**src/rtl/dmem_arbiter.sv**
```systemverilog
// Data-memory arbiter: CPU MEM stage vs external loader, one shared RAM port.
// Ports: clk/rst, iCpu*/oCpu*/oStall (CPU side), iBus*/oBus* (loader side),
//   oMem*/iMemQ (block RAM, 1-cycle read), oConflictCnt (contention cycles).
module dmem_arbiter (
  input  logic        clk,
  input  logic        rst,
  input  logic        iCpuRead,
  input  logic        iCpuWrite,
  input  logic [15:0] iCpuAddr,
  input  logic [15:0] iCpuWData,
  output logic [15:0] oCpuRData,
  output logic        oCpuValid,
  output logic        oStall,
  input  logic        iBusReq,
  input  logic        iBusWe,
  input  logic [15:0] iBusAddr,
  input  logic [15:0] iBusWData,
  output logic        oBusGnt,
  output logic [15:0] oBusRData,
  output logic        oBusValid,
  output logic [15:0] oMemAddr,
  output logic [15:0] oMemWData,
  output logic        oMemRden,
  output logic        oMemWren,
  input  logic [15:0] iMemQ,
  output logic [15:0] oConflictCnt
);

  typedef enum logic {
    IDLE    = 1'b0,
    RD_WAIT = 1'b1
  } state_e;

  localparam logic CPU = 1'b0;
  localparam logic BUS = 1'b1;

  state_e      state_q, state_d;
  logic        owner_q, owner_d;
  logic        last_q, last_d;
  logic [15:0] cnt_q, cnt_d;

  logic cpu_req;
  logic cpu_win;
  logic bus_win;

  assign cpu_req = iCpuRead | iCpuWrite;
  // On contention the side not served last time wins.
  assign cpu_win = cpu_req & (~iBusReq | (last_q == BUS));
  assign bus_win = iBusReq & ~cpu_win;

  always_comb begin
    state_d   = state_q;
    owner_d   = owner_q;
    last_d    = last_q;
    cnt_d     = cnt_q;
    oCpuRData = '0;
    oCpuValid = 1'b0;
    oStall    = 1'b0;
    oBusGnt   = 1'b0;
    oBusRData = '0;
    oBusValid = 1'b0;
    oMemAddr  = '0;
    oMemWData = '0;
    oMemRden  = 1'b0;
    oMemWren  = 1'b0;
    case (state_q)
      IDLE: begin
        if (cpu_req && iBusReq && (cnt_q != 16'hFFFF))
          cnt_d = cnt_q + 16'd1;
        if (cpu_win) begin
          oMemAddr  = iCpuAddr;
          oMemWData = iCpuWData;
          oMemWren  = iCpuWrite;
          oMemRden  = ~iCpuWrite;
          last_d    = CPU;
          if (!iCpuWrite) begin
            state_d = RD_WAIT;
            owner_d = CPU;
          end
        end else if (bus_win) begin
          oMemAddr  = iBusAddr;
          oMemWData = iBusWData;
          oMemWren  = iBusWe;
          oMemRden  = ~iBusWe;
          oBusGnt   = 1'b1;
          last_d    = BUS;
          if (!iBusWe) begin
            state_d = RD_WAIT;
            owner_d = BUS;
          end
        end
        // Only a winning CPU store completes without a stall.
        oStall = cpu_req & ~(cpu_win & iCpuWrite);
      end
      RD_WAIT: begin
        state_d = IDLE;
        if (owner_q == CPU) begin
          oCpuValid = 1'b1;
          oCpuRData = iMemQ;
        end else begin
          oBusValid = 1'b1;
          oBusRData = iMemQ;
        end
        oStall = cpu_req & (owner_q != CPU);
      end
      default: state_d = IDLE;
    endcase
    // Reset silences every output, which also aborts a pending read.
    if (rst) begin
      oCpuRData = '0;
      oCpuValid = 1'b0;
      oStall    = 1'b0;
      oBusGnt   = 1'b0;
      oBusRData = '0;
      oBusValid = 1'b0;
      oMemAddr  = '0;
      oMemWData = '0;
      oMemRden  = 1'b0;
      oMemWren  = 1'b0;
    end
  end

  assign oConflictCnt = rst ? 16'h0000 : cnt_q;

  always_ff @(posedge clk) begin
    if (rst) begin
      state_q <= IDLE;
      owner_q <= CPU;
      last_q  <= BUS;
      cnt_q   <= '0;
    end else begin
      state_q <= state_d;
      owner_q <= owner_d;
      last_q  <= last_d;
      cnt_q   <= cnt_d;
    end
  end

endmodule

```
**config.mk**
```make
export PLATFORM = sky130hd
export DESIGN_NAME = dmem_arbiter
export DESIGN_NICKNAME = d
export VERILOG_FILES = /design/src/rtl/dmem_arbiter.sv
export SDC_FILE = /design/constraint.sdc
export NUM_CORES = 1
export LEC_CHECK = 0
export CORE_ASPECT_RATIO = 2
export CORE_MARGIN = 2
export CORE_UTILIZATION = 29
export CTS_CLUSTER_SIZE = 30
export DETAILED_ROUTE_END_ITERATION = 6
export PLACE_DENSITY_LB_ADDON = 0.08
export SLEW_MARGIN = 20
export SYNTH_ARGS = -nofsm -noshare
export SYNTH_HDL_FRONTEND = slang
export SYNTH_SLANG_ARGS = --single-unit
```
**constraint.sdc**
```tcl
create_clock -name clk -period 2.15 [get_ports clk]
set_input_delay 0.43 -clock clk [delete_from_list [all_inputs] [get_ports clk]]
set_output_delay 0.43 -clock clk [all_outputs]
set_load 0.05 [all_outputs]
```
==> flow_summary.toml, run 1 <==
[final_layout]
syn_to_final_growth_pct = 205
mostFrequentLayoutCells = "buf_12, clkdlybuf4s50_1, a22o_4, buf_4"
layout.nets = 499
layout-drive-gt1-share_pct = 48.7
fin_util_pct = 90.0
final_common_cell = "buf_12"

[critical_path]
cp_slowest_cell = "dfxtp_2"
end_kind = "output pin"
r2r_setup_slack_ns = 0.16
crit_path_start_kind = "register"
critPathMaxFanout = 8
cp_top_family = "buffers and inverters"
path_buf_inv = 5
crit_type = "reg -> out"
required_ns = 1.72
critPathMaxStageDelay_ns = 0.32
crit_chain = "nand2b_4, o21ai_2, buf_4, nor3_4, buf_6, buf_6, buf_12, a22o_4, buf_12"
worstPathArrival_ns = 1.77

[clocking]
worstSkewPairLatency_ns = 0.25
hold_buffers = 0
clockRootBuffer = "clkbuf_16"
clkSinkCount = 19
cts_tree = "yes"
cts_max_path_buffers = 2
h-tree-depth = 1
cts_buffers = 3
clk_pin_slew_worst_paths_ns = 0.05

[logic_synthesis]
synth_ff_type = "dfxtp_1"
syn_avg_cell_area_um2 = 7.57
yosys_register_bits = 19
synthCells = 219
syn-cell-area_mm2 = 0.00166
ys_types = 34
ys_warn_count = 0
synth_top_area_cell = "dfxtp_1"
synth_edf_count = 0
ys_top_cells_by_area = "dfxtp_1, a22o_1, and2_1"
synth.top_cell.area_share_pct = 22.9
synthArstFlopShare_pct = 0
seq_area_frac_synth_pct = 22.9
synth_nets = 306

[floorplanning]
row_count = 39
die_y_um = 111
die_w_um = 57.5
core_region_area_mm2 = 0.00561
start_util_pct = 29.5
dieArea_mm2 = 0.00637
io-pin-count = 172

[flow_run]
max-cap-violations = 0

[sta]
holdWs_ns = 0.538
fin_ws_ns = -0.0458
clock-skew-final_ns = 0.00284
period_needed_ns = 2.20
hold_viol_final = 0
clock.fmax_ghz = 0.455
worst_pin_slew_ns = 0.476
setup_viol = 23
rsz0062_at_grt = "true"
finalCritPeriodShare_pct = 102
slew_violations = 0
slew_headroom_pct = 67.9

[placed_design]
io_buffers = 171
routabilityCongestion = 0.859
dp_hpwl_um = 7000

[power_and_ir_drop]
vdd_ir_drop_max_v = 0.000386
power_density_mw_per_mm2 = 358
p_leak_nw = 2.10

[drt]
routed_wl_um = 10500
num_vias = 2630
postRouteAntennaNets = 0
wl_per_cell_um = 22.2
first_pass_iters = 4
remaining_drc_errors = 0
vias_per_cell = 5.55
drtIter0Drc = 72

[global_route]
grt_max_degree = 34
grt_pass1_wl_um = 15800
grt_pass1_vias = 2885
grt_antenna_before_repair = 2
gr-total-overflow = 0
grt_use_total_pct = 31.9

[worst_hold_path]
hold_path_class = "reg -> reg"

[status]
violations = "setup timing"
status = "complete, but fails checks"
[Yosys cell counts, types with 2 or more instances]
| cell | instances |
|---|---|
| a21oi_1 | 9 |
| a22o_1 | 32 |
| and2_1 | 32 |
| and3_1 | 3 |
| buf_2 | 2 |
| clkbuf_1 | 14 |
| dfxtp_1 | 19 |
| inv_1 | 5 |
| mux2_2 | 9 |
| nand2_1 | 7 |
| nand2b_1 | 2 |
| nand3_1 | 4 |
| nand4_1 | 6 |
| nor2_1 | 19 |
| nor2b_1 | 13 |
| nor3_1 | 10 |
| nor3b_1 | 4 |
| nor4_1 | 4 |
| o21ai_0 | 4 |
| o31ai_1 | 3 |
| or3_1 | 2 |
| or4_1 | 4 |
[cells by family (layout without fill, tap and decap cells)]
family                   Yosys count  in the layout  synth area share, %
other                              0              2                    0
adder cells (fa/ha/maj)            1              1                0.755
buffers and inverters             22            214                 5.13
AND/OR/NAND/NOR                  114            114                 39.2
AO/OA/AOI/OAI                     53             53                 25.1
flip-flops                        19             19                 22.9
multiplexers                      10             10                 6.79
[registers in the layout, indices dropped and copies added (netlist names)]
name     count
cnt_q       16
last_q       1
state_q      1
owner_q      1
[worst register-to-register path, cell delays in order, from the launching register on]
cell     delay (ns)
dfxtp_1        0.42
nand4_1        0.23
or2_2          0.41
nor4_1         0.42
mux2_2         0.39
[through the flow]
step	cells	area (um^2)	power (mW)	setup TNS, ns	worst slack (ns)
2_1_floorplan	219	1740	0.750	-0.229	-0.0722
3_3_place_gp	456	4510	1.26	-13.89	-0.337
3_5_place_dp	456	4510	1.27	-15.05	-0.358
4_1_cts	471	5000	1.78	-0.0162	-0.00641
5_1_grt	474	5050	1.86	-1.79	-0.0840
6_report	474	5050	1.81	-0.540	-0.0458
[final timing paths]
kind                                             from                endpoint  cells after the start
worst max-delay path              last_q$_SDFFE_PP1P_            oMemWData[4]                      9
worst max register to register  cnt_q[5]$_SDFFE_PP0P_  cnt_q[12]$_SDFFE_PP0P_                      4
worst min register to register  cnt_q[8]$_SDFFE_PP0P_   cnt_q[8]$_SDFFE_PP0P_                      2
worst min-delay path            cnt_q[8]$_SDFFE_PP0P_   cnt_q[8]$_SDFFE_PP0P_                      2
[layout make-up]
| type | instances | area (um^2) |
|---|---|---|
| multi-input cells | 178 | 1550 |
| repair buffers | 205 | 2930 |
| flip-flops and latches | 19 | 385 |
| inverters | 5 | 18.8 |
| fillers | 204 | 563 |
| diodes | 2 | 5.00 |
| clock buffers | 4 | 78.8 |
| well taps | 61 | 76.3 |
[power breakdown]
| group | total (mW) | switching (mW) | internal [mW] |
|---|---|---|---|
| Combinational | 1.05 | 0.485 | 0.564 |
| Sequential | 0.374 | 0.0135 | 0.360 |
| Clock | 0.386 | 0.134 | 0.252 |
| Total | 1.81 | 0.632 | 1.18 |
[layer usage]
metal	vias to the layer above	GRT usage (%)	share of wire, %
met4	0	12.4	4.3
met2	158	60.8	57
met5	-	0	0
met1	1244	32.0	32
li1	1199	-	-
met3	29	5.95	6.3
[repair_timing]
action | 4_1_cts | 5_1_grt
pin swaps | 6 | 5
resized for setup | 59 | 8
buffers inserted | 10 | 1
setup endpoints to repair | 69 | 63
cloned | 3 | 1
No activity file was read; power rests on OpenSTA's default activity.
==> run 2: changes to the inputs <==
CTS_CLUSTER_SIZE = 24   (was 30)
PLACE_DENSITY_LB_ADDON = 0.25   (was 0.08)
==> run 2 against run 1 <==
Net effect: the flow still finishes with violations (setup timing); global-route usage is 2.1 points lower; fmax rose by 1.7%; sequential share of layout area grew 0.29 points; routed wire length increased by 12%; utilization fell by 3.3 points; clock power decreased by 3%.
==> flow_summary.toml, run 2 (same netlist as run 1, synthesis figures left out) <==
[final_layout]
largest_register_ffs = 16
syn_to_final_growth_pct = 193
top_register = "cnt_q"
layout.nets = 490
layout-drive-gt1-share_pct = 46.5
fill_cells = 242
mostFrequentLayoutCells = "buf_12, clkdlybuf4s50_1, a22o_4, nor2_1, and2_2"
final_cells = 464
final_common_cell = "buf_12"

[sta]
fin_ws_ns = -0.00885
period_needed_ns = 2.16
worst_pin_slew_ns = 0.506
holdWs_ns = 0.520
clock-skew-final_ns = 0.00200
slew_headroom_pct = 65.9
setup_viol = 2
clock.fmax_ghz = 0.463
finalCritPeriodShare_pct = 100
slew_violations = 0
hold_viol_final = 0

[global_route]
grt_pass1_vias = 2738
grt_antenna_before_repair = 1
grt_pass1_wl_um = 14800
gr-total-overflow = 0
grt_use_total_pct = 29.8
grt_max_degree = 34

[placed_design]
dp_hpwl_um = 6870
io_buffers = 171
routabilityCongestion = 0.813
dp.cells = 452

[status]
status = "complete, but fails checks"
violations = "setup timing"

[worst_hold_path]
hold_path_class = "reg -> reg"

[power_and_ir_drop]
power_density_mw_per_mm2 = 362
vdd_ir_drop_max_v = 0.000487
p_leak_nw = 1.99
p_total_mw = 1.76

[critical_path]
cp_top_family = "buffers and inverters"
crit_type = "in -> out"
path_buf_inv = 3
critPathMaxFanout = 17
cpMostUsedCell = "buf_12"
crit_path_start_kind = "input port"
crit_chain = "clkdlybuf4s15_1, nor2_1, and3_4, buf_12, a22o_1, buf_12"
critPathMaxStageDelay_ns = 0.29
required_ns = 1.72
end_kind = "output pin"
worstPathArrival_ns = 1.73
cp_slowest_cell = "and3_4"

[clocking]
clockRootBuffer = "clkbuf_16"
cts_buffers = 3
cts_tree = "yes"
hold_buffers = 0
h-tree-depth = 1
clk_pin_slew_worst_paths_ns = 0.05
clkSinkCount = 19
worstSkewPairLatency_ns = 0.24
cts_max_path_buffers = 2

[drt]
wl_per_cell_um = 25.4
vias_per_cell = 5.87
drtIter0Drc = 147
postRouteAntennaNets = 0
first_pass_iters = 4
num_vias = 2724
remaining_drc_errors = 0
routed_wl_um = 11800

[flow_run]
max-cap-violations = 0

[floorplanning]
die_y_um = 111
row_count = 39
start_util_pct = 29.5
die_w_um = 57.5
core_region_area_mm2 = 0.00561
io-pin-count = 172
dieArea_mm2 = 0.00637
-- run 2: area by class of cell --
cell class	count	area [um^2]	area share (%)
flip-flops and latches	19	385	7.92
diodes	1	2.50	0.0515
clock buffers	4	78.8	1.62
inverters	5	18.8	0.386
repair buffers	196	2820	58.0
multi-input cells	178	1480	30.5
well taps	61	76.3	1.57
-- run 2: metrics by stage --
| step | util, % | worst slack (ns) | area (um^2) | setup TNS, ns |
|---|---|---|---|---|
| after floorplan | - | -0.0722 | 1740 | -0.229 |
| after global routing | 86.7 | -0.0470 | 4860 | -0.275 |
| after global placement | 79.8 | -0.281 | 4480 | -10.89 |
| final | 86.7 | -0.00885 | 4860 | -0.00889 |
| after detailed placement | 79.8 | -0.372 | 4480 | -14.61 |
| after CTS | 84.7 | -0.0489 | 4750 | -0.625 |
-- run 2: final timing paths --
kind | startpoint | to | slack (ns) | cells after the start
worst max register to register | cnt_q[5]$_SDFFE_PP0P_ | cnt_q[6]$_SDFFE_PP0P_ | 0.07 | 5
worst min-delay path | cnt_q[10]$_SDFFE_PP0P_ | cnt_q[10]$_SDFFE_PP0P_ | 0.52 | 2
worst min register to register | cnt_q[10]$_SDFFE_PP0P_ | cnt_q[10]$_SDFFE_PP0P_ | 0.52 | 2
worst max-delay path | rst | oMemAddr[15] | -0.009 | 6
-- run 2: worst reg2reg max path: stages (launching register included) --
cell and delay (ns):
dfxtp_1 0.46, nand4_1 0.33, nor4_2 0.54, buf_4 0.27, nor3_1 0.09, mux2_2 0.27
-- run 2: report_power, final --
group,internal (mW),switching [mW],leakage (nW)
registers,0.361,0.0133,0.154
logic,0.526,0.488,1.80
clock network,0.252,0.123,0.0382
total,1.14,0.624,1.99
-- run 2: layer usage --
metal | vias up | share of wire, % | track usage (%)
met5 | - | 0 | 0
met4 | 0 | 5.4 | 10.5
met3 | 47 | 9.0 | 7.00
met2 | 210 | 55 | 55.7
met1 | 1293 | 30 | 30.7
li1 | 1174 | - | -
-- run 2: repair_timing --
action / 4_1_cts / 5_1_grt
buffers inserted: 4 / 1
endpoints found under the setup margin: 67 / 35
resized for setup: 34 / 20
pin swaps: 3 / 2
gates cloned: 2 / 2
==> run 3: changes to the inputs <==
REMOVE_ABC_BUFFERS = 1   (was not set)
SLEW_MARGIN = not set   (was 20)
==> run 3 against run 2 <==
Net effect: the run still ends with setup timing left; sequential power about the same; combinational power rose by 5%; routed wire length increased by 3.0%; first-iteration DRC count rose by 14%; utilization rose by 2.3 points; critical endpoint is now oBusRData[7].
==> flow_summary.toml, run 3 (same netlist as run 1, synthesis figures left out) <==
[final_layout]
mostFrequentLayoutCells = "buf_12, clkdlybuf4s50_1, and2_1, a22o_4, buf_4"
top_register = "cnt_q"
final_cells = 471
fill_cells = 212
largest_register_ffs = 16
syn_to_final_growth_pct = 201
layout-drive-gt1-share_pct = 43.6
layout.nets = 496
final_common_cell = "buf_12"
fin_util_pct = 89.0

[sta]
clock.fmax_ghz = 0.452
hold_viol_final = 0
finalCritPeriodShare_pct = 103
period_needed_ns = 2.21
worst_pin_slew_ns = 0.482
fin_ws_ns = -0.0624
slew_headroom_pct = 67.5
clock-skew-final_ns = 0.00629
slew_violations = 0
setup_viol = 24
rsz0062_at_grt = "true"

[floorplanning]
die_w_um = 57.5
dieArea_mm2 = 0.00637
start_util_pct = 29.5
io-pin-count = 172
row_count = 39
core_region_area_mm2 = 0.00561
die_y_um = 111

[worst_hold_path]
whs_endpoint = "cnt_q[8]$_SDFFE_PP0P_"
min_from = "cnt_q[8]$_SDFFE_PP0P_"
hold_path_class = "reg -> reg"
worstHoldPathCells = 2

[clocking]
clkSinkCount = 19
cts_tree = "yes"
h-tree-depth = 1
cts_buffers = 3
clockRootBuffer = "clkbuf_16"
clk_pin_slew_worst_paths_ns = 0.06
hold_buffers = 0
worstSkewPairLatency_ns = 0.25
cts_max_path_buffers = 2

[critical_path]
r2r_start = "cnt_q[5]$_SDFFE_PP0P_"
crit_path_start_kind = "input port"
end_kind = "output pin"
r2r_setup_slack_ns = 0.12
crit_type = "in -> out"
reg2reg_to = "cnt_q[13]$_SDFFE_PP0P_"
critPathMaxFanout = 8
reg2reg_depth = 4
worstPathArrival_ns = 1.78
required_ns = 1.72

[drt]
routed_wl_um = 12100
first_pass_iters = 5
postRouteAntennaNets = 0
num_vias = 2836
wl_per_cell_um = 25.8
vias_per_cell = 6.02
remaining_drc_errors = 0
drtIter0Drc = 168

[placed_design]
io_buffers = 171
preCtsSetupSlack_ns = -0.437
routabilityCongestion = 0.923
dp_hpwl_um = 6840
dp.cells = 453

[global_route]
met1_usage_pct = 32.0
grt_pass1_wl_um = 15200
grt_pass1_vias = 2743
grt_busiest_layer = "met2"
grt_antenna_before_repair = 1
grt.met3_usage_pct = 6.65
gr-total-overflow = 0
grt_max_degree = 33
grt_use_total_pct = 30.8
grtUsageMet2_pct = 57.1

[power_and_ir_drop]
power_density_mw_per_mm2 = 365
p_leak_nw = 2.06
vdd_ir_drop_max_v = 0.000510

[status]
violations = "setup timing"
status = "complete, but fails checks"

[flow_run]
max-cap-violations = 0
[run 3: power breakdown]
group          internal, mW  total [mW]  switching [mW]
logic                 0.557        1.06           0.505
clock network         0.249       0.386           0.136
registers             0.360       0.375          0.0144
[run 3: layer usage]
layer / part of all wire (%) / vias to the layer above
li1: - / 1188
met1: 32 / 1334
met2: 53 / 253
met3: 8.3 / 61
met4: 6.4 / 0
met5: 0 / -
[run 3: area by class of cell]
| cell class | instances | area (um^2) | area share, % |
|---|---|---|---|
| timing repair buffer | 202 | 2910 | 58.2 |
| clock inverter | 1 | 5.00 | 0.100 |
| inverter | 5 | 18.8 | 0.376 |
| clock buffer | 3 | 75.1 | 1.50 |
| sequential | 19 | 385 | 7.72 |
| multi-input combinational | 178 | 1520 | 30.5 |
| antenna | 2 | 5.00 | 0.100 |
| tap | 61 | 76.3 | 1.53 |
[run 3: timing repair]
item	CTS	global route
gates resized for setup	37	35
cloned	3	2
pin swaps	10	3
hold endpoints to repair	0	0
setup buffers	8	1
endpoints found under the setup margin	71	50
[run 3: critical path, stage by stage]
cell and delay (ns):
dlygate4sd2_1 0.30, buf_6 0.18, nor3b_4 0.27, clkbuf_4 0.24
and2_1 0.20, buf_12 0.15
[run 3: worst max-delay path by stage]
stage                                   start             to  slack, ns  cells past startpoint
after CTS                 last_q$_SDFFE_PP1P_  oMemWData[10]      -0.05                      9
after global routing                      rst   oBusRData[7]      -0.08                      6
after detailed placement            iCpuWrite   oMemWData[2]      -0.44                      6
after floorplan                       iBusReq    oMemAddr[0]      -1.22                      4
after global placement              iCpuWrite    oMemAddr[4]      -0.31                      6
final                                     rst   oBusRData[7]      -0.06                      6
[run 3: stage by stage]
| stage | power (mW) | instance area (um^2) | hold WS, ns | setup TNS [ns] |
|---|---|---|---|---|
| floorplan | 0.722 | 1590 | 0.468 | -73.84 |
| global placement | 1.23 | 4410 | 0.490 | -14.67 |
| CTS | 1.72 | 4780 | 0.522 | -0.337 |
| global route | 1.87 | 4990 | 0.577 | -1.12 |
| detailed placement | 1.25 | 4410 | 0.513 | -19.04 |
| finish | 1.82 | 4990 | 0.534 | -0.493 |
